===== src/rtl/universal_shift_reg.sv =====
// Universal shift register: hold, shift right/left, parallel load, saturating shift counter.
// Optional rotate support is compiled in when USR_ROTATE_EN is defined.
module universal_shift_reg #(
    parameter int unsigned      WIDTH     = 8,
    parameter logic [WIDTH-1:0] RESET_VAL = '0
) (
    input  logic                       clk,
    input  logic                       rst,
    input  logic                       en,
    input  logic [1:0]                 mode,
    input  logic [WIDTH-1:0]           d,
    input  logic                       sin_msb,
    input  logic                       sin_lsb,
    input  logic                       rot,
    output logic [WIDTH-1:0]           q,
    output logic [WIDTH-1:0]           qbar,
    output logic                       sout_r,
    output logic                       sout_l,
    output logic [$clog2(WIDTH+1)-1:0] cnt,
    output logic                       full
);

    localparam int unsigned CW = $clog2(WIDTH + 1);

    typedef enum logic [1:0] {
        MODE_HOLD = 2'b00,
        MODE_SHR  = 2'b01,
        MODE_SHL  = 2'b10,
        MODE_LOAD = 2'b11
    } mode_e;

    logic [WIDTH-1:0] q_q, q_d;
    logic [CW-1:0]    cnt_q, cnt_d, cnt_inc;
    logic             full_q, full_d;
    logic             msb_in, lsb_in;

    // Serial inputs: with rotate compiled in, rot recirculates the bit leaving the register.
`ifdef USR_ROTATE_EN
    assign msb_in = rot ? q_q[0]       : sin_msb;
    assign lsb_in = rot ? q_q[WIDTH-1] : sin_lsb;
`else
    logic unused_rot;
    assign unused_rot = rot;
    assign msb_in     = sin_msb;
    assign lsb_in     = sin_lsb;
`endif

    assign cnt_inc = (cnt_q == CW'(WIDTH)) ? cnt_q : cnt_q + CW'(1);

    // Next-state: en=0 freezes everything; every mode encoding is defined.
    always_comb begin
        q_d   = q_q;
        cnt_d = cnt_q;
        if (en) begin
            case (mode_e'(mode))
                MODE_HOLD: begin
                    q_d   = q_q;
                    cnt_d = cnt_q;
                end
                MODE_SHR: begin
                    q_d   = {msb_in, q_q[WIDTH-1:1]};
                    cnt_d = cnt_inc;
                end
                MODE_SHL: begin
                    q_d   = {q_q[WIDTH-2:0], lsb_in};
                    cnt_d = cnt_inc;
                end
                MODE_LOAD: begin
                    q_d   = d;
                    cnt_d = '0;
                end
            endcase
        end
        full_d = (cnt_d == CW'(WIDTH));
    end

    always_ff @(posedge clk) begin
        if (rst) begin
            q_q    <= RESET_VAL;
            cnt_q  <= '0;
            full_q <= 1'b0;
        end else begin
            q_q    <= q_d;
            cnt_q  <= cnt_d;
            full_q <= full_d;
        end
    end

    assign q      = q_q;
    assign cnt    = cnt_q;
    assign full   = full_q;
    assign qbar   = ~q_q;
    assign sout_r = q_q[0];
    assign sout_l = q_q[WIDTH-1];

endmodule


===== config.mk =====
export PLATFORM = sky130hd
export DESIGN_NAME = universal_shift_reg
export DESIGN_NICKNAME = d
export VERILOG_FILES = /design/src/rtl/universal_shift_reg.sv
export SDC_FILE = /design/constraint.sdc
export NUM_CORES = 1
export LEC_CHECK = 0
export CORE_MARGIN = 5
export CORE_UTILIZATION = 35
export CTS_CLUSTER_DIAMETER = 80
export DETAILED_ROUTE_END_ITERATION = 6
export GPL_TIMING_DRIVEN = 0
export PLACE_DENSITY = 0.77
export RECOVER_POWER = 100
export SYNTH_ARGS = -nofsm -noshare
export SYNTH_HDL_FRONTEND = slang
export SYNTH_SLANG_ARGS = --single-unit

===== constraint.sdc =====
create_clock -name clk -period 1.3 [get_ports clk]
set_clock_uncertainty 0.05 [all_clocks]
set_input_delay 0.195 -clock clk [delete_from_list [all_inputs] [get_ports clk]]
set_output_delay 0.195 -clock clk [all_outputs]
set_load 0.05 [all_outputs]

* Word-level counts from Yosys, hierarchy flattened
Index checks and enable logic that the tools add are counted.
** Storage, ports and cells
- Register bits after elaboration :: 13
- Input bits :: 16
- Output and inout port bits :: 23
- Word-level logic and storage cells :: 18
** Operators by class
- Add/subtract/negate cells :: 1
- Equal/unequal tests :: 5
- Multiplexer cells :: 4
- Bitwise gates (word level) :: 2
- Reductions and logical operators :: 3
** Operators by type and width (number)
- $pmux W8 S3 :: 1
- $pmux W4 S3 :: 1
- $eq A4 B4 Y1 const B :: 2
- $mux W4 :: 2
- $not A8 Y8 :: 1
- $add A4 B1 Y4 const B :: 1
- $eq A2 B2 Y1 const B :: 2
- $eq A2 B1 Y1 const B :: 1
- $logic_not A2 Y1 :: 1
- $reduce_and A2 Y1 :: 1
- $reduce_or A2 Y1 :: 1
- $not A1 Y1 :: 1

* Logic depth before layout (Yosys ltp)
- Depth in word-level cells :: 5
- Gate-level depth with buffers :: 7
- Depth with buffers taken out :: 6

* Worst setup path after synthesis
No wires, ideal clock.
- Kind :: register to register
- Start :: reg cnt_q[0] (netlist: cnt[0])
- End :: reg cnt_q[0] (netlist: cnt[0])
- Setup time :: 0.132 ns
- Arrival time :: 1.567 ns
- Data required time :: 1.118 ns
- Setup slack :: -0.449 ns
- Stages on the path, launching flop included :: 7
- Path buffers :: 0
- Period minus slack after synthesis :: 1.749 ns
- Cell sequence :: dfxtp_1 -> inv_1 -> ha_1 -> and3b_1 -> and2_2 -> o21ai_0 -> a21oi_1
** Between the ends
- Longest elaborated chain between the ends :: 4
- Elaborated cells on any way between the ends :: 5
- Those cells by class :: add/sub: 1; eq/ne: 1; mux: 3
** Ends and longest elaborated chain
- start: declaration :: RTL line 33 : logic [CW-1:0] cnt_q, cnt_d, cnt_inc;
- start signal: assignment :: RTL line 84 : cnt_q <= cnt_d;
- $add A4 B1 Y4 or $eq A4 B4 Y1 (tied branches) :: RTL line 48 : assign cnt_inc = (cnt_q == CW'(WIDTH)) ? cnt_q : cnt_q + CW'(1);
- $mux W4 :: RTL line 48
- $pmux W4 S3 :: RTL line 55 : case (mode_e'(mode))
- $mux W4 (*) :: RTL line 54 : if (en) begin
Every way passes the cells marked *; elsewhere a longest branch is shown, timed or not.
A chain may end at the register's enable or synchronous reset.

* Final worst setup path
- Start :: reg cnt_q[0] (netlist: cnt[0])
- End :: reg full_q (netlist: full)
** Between the ends
- Longest elaborated chain between the ends :: 5
- Elaborated cells on any way between the ends :: 6
- Those cells by class :: add/sub: 1; eq/ne: 2; mux: 3
** Ends and longest elaborated chain
- $add A4 B1 Y4 or $eq A4 B4 Y1 (tied branches) :: RTL line 48
- $mux W4 :: RTL line 48
- $pmux W4 S3 :: RTL line 55
- $mux W4 (*) :: RTL line 54
- $eq A4 B4 Y1 (*) :: RTL line 74 : full_d = (cnt_d == CW'(WIDTH));
- end signal: assignment :: RTL line 85 : full_q <= full_d;
- end: declaration :: RTL line 34 : logic full_q, full_d;
Marked as above.

==> flow_metrics.tcl <==
set metrics [dict create \
    total_leakage_power_nw 0.507 \
    synth_nets 107 \
    synth_area_leaders "dfxtp_1 (34%), a221oi_1 (18%), ha_1 (8.1%)" \
    die_area_sq_mm 0.00324 \
    crit_family "simple AND/OR/NAND/NOR gates" \
    antenna_found_initial 0 \
    regToRegStartpoint "cnt[0]" \
    yosys_warnings 0 \
    cts_buffers 3 \
    first_global_vias 795 \
    ys_ff_latch 13 \
    fin_area_sq_mm 0.00124 \
    synth_top_area_share_pct 33.8 \
    gp_congestion 0.815 \
    worstPathMaxFanout 5 \
    die_x_um 56.9 \
    clkTransAtPathRegs_ps 80 \
    core_sq_mm 0.00215 \
    drtIter0Drc 12 \
    placed_area_sq_mm 0.00121 \
    cts.path.max_buffers 2 \
    holdCritStartpoint "mode[1]" \
    drt-total-wl_um 2080 \
    status "finished, violations left" \
    cap_violations 0 \
    grt.overflow.total 0 \
    syn_to_final_growth_pct 60.9 \
    grt_usage_pct 13.4 \
    drc 0 \
    critical_path_required_ps 1460 \
    total_power_mw 1.13 \
    ys_seq_area_share_pct 33.8 \
    yosysTopAreaCell "dfxtp_1" \
    startpoint_type "flip-flop" \
    syn_inst 86 \
    grt_pass1_wl_um 3500 \
    timing_worst_setup_path_type "flip-flop to flip-flop" \
    synth.distinct_cells 28 \
    crit_path_end_kind "flip-flop" \
    setup_tns_ps -65.5 \
    viasPerCell 5.16 \
    startpoint "cnt[0]" \
    firstDrtPassIters 4 \
    synth_async_sr_flop_share_pct 0 \
    cp_cell_sequence "inv_2 > ha_4 > and3b_2 > o21a_1 > nor2_1 > and4_1" \
    hold_viol 0 \
    yosysMostFrequentCell "a221oi_1" \
    start_util_pct 35.9 \
    cp_slowest_cell "dfxtp_4" \
    drv_slew 0 \
    num_antenna_cells 0 \
    max_freq_mhz 739 \
    finalSetupViolCount 2 \
    root_buffer "clkbuf_4" \
    violations "setup timing" \
    cts_tree "done" \
    cp.buffers_inverters 1 \
    period_needed_ps 1350 \
    worstPathArrival_ps 1520 \
    die_y_um 56.9 \
    grt_max_degree 11 \
    max_stage_delay_ps 380 \
    synth-edff-count 0 \
    numPortBuffers 37 \
    dp_slack_ps -571 \
    drive_gt1_share_pct 50.0 \
    timing.hold.ws_ps 377 \
    ant_nets 0 \
    slew_headroom_pct 69.6 \
    syn_avg_cell_area_sq_um 8.96 \
    ioPinCount 39 \
    p_per_area_mw_per_mm2 913 \
    setup_slack_ps -53.4 \
    cts_sinks 13 \
    htreeDepth 1 \
    dp_hpwl_um 1630 \
    clk_latency_ps 270 \
    worst_pin_slew_ps 456 \
    wl_per_cell_um 13.5 \
    fill_cells 204 \
    synth_area_sq_um 771 \
    peakVddDrop_mv 0.444 \
    rsz0062_at_grt "true" \
    row_count 17 \
    synth-main-ff-cell "dfxtp_1" \
    synthTopCellsByCount "a221oi_1 (16), dfxtp_1 (13), inv_1 (13)" \
    vias 794 \
    fin_nets 148 \
    min_path_type "input pin to flip-flop" \
    fin_crit_sh_pct 104 \
    cts_hold_buf 0 \
]
## placed cells by master, fill, tap and decap left out, types with 2 or more instances in the layout
cell type	n
buf_2	2
inv_2	3
a221oi_1	12
nand2_1	10
clkdlybuf4s15_2	8
buf_4	2
ha_4	3
clkbuf_4	6
nor2_1	4
inv_1	10
clkbuf_1	2
clkbuf_2	12
dfxtp_2	10
a221oi_2	4
dfxtp_4	2
clkdlybuf4s50_1	12
## power breakdown
group	switching, mW	total [mW]	internal, mW
clock	0.131	0.250	0.119
combinational	0.282	0.435	0.153
sequential	0.0246	0.448	0.423
## cells by family after synthesis
group | Yosys count | synth area share, %
compound gates | 24 | 26.0
flops | 13 | 33.8
simple gates | 24 | 19.6
buf+inv | 20 | 12.5
fa+ha+maj | 5 | 8.12
## path summary, 6_finish.rpt
check,endpoint,slack [ps],cells past startpoint
hold reg to reg,q[5],440,2
setup / recovery,full,-50,6
hold / removal,q[5],380,4
setup reg to reg,full,-50,6
## metrics by stage
step,util (%),cells
CTS,58.4,155
detailed placement,56.5,151
floorplan,-,86
finish,57.7,154
global route,57.7,154
global placement,56.5,151
## repair_timing
action                     CTS  global route
buffers inserted             1             0
gates resized for setup     96            21
setup endpoints to repair   36            16
pin swaps                    3             7
## sequential cells by signal, summed over array words and instances (netlist names)
signal  flops
q           8
cnt         4
full        1
## layer usage
| metal | track usage [%] | part of all wire (%) |
|---|---|---|
| met2 | 23.3 | 48 |
| met5 | 0 | 0 |
| met1 | 15.5 | 42 |
| met3 | 4.37 | 9.4 |
| met4 | 3.64 | 0.67 |
## cell type report
class                   count  area, sq um  share of cell area, %
multi-input cells          53          495                   40.0
repair buffers             38          314                   25.3
flip-flops and latches     13          280                   22.6
inverters                  13         48.8                   3.94
plain buffers               5         40.0                   3.23
well taps                  28         35.0                   2.83
clock buffers               4         26.3                   2.12
## worst register-to-register path: cells and delay by family, from the launching register on
family / cells / cell delay (ps)
adder cells (fa/ha/maj): 1 / 150
flip-flops: 1 / 380
AND/OR/NAND/NOR: 3 / 520
buffers and inverters: 1 / 50
AO/OA/AOI/OAI: 1 / 170
Power figures use the tool's default switching activity.
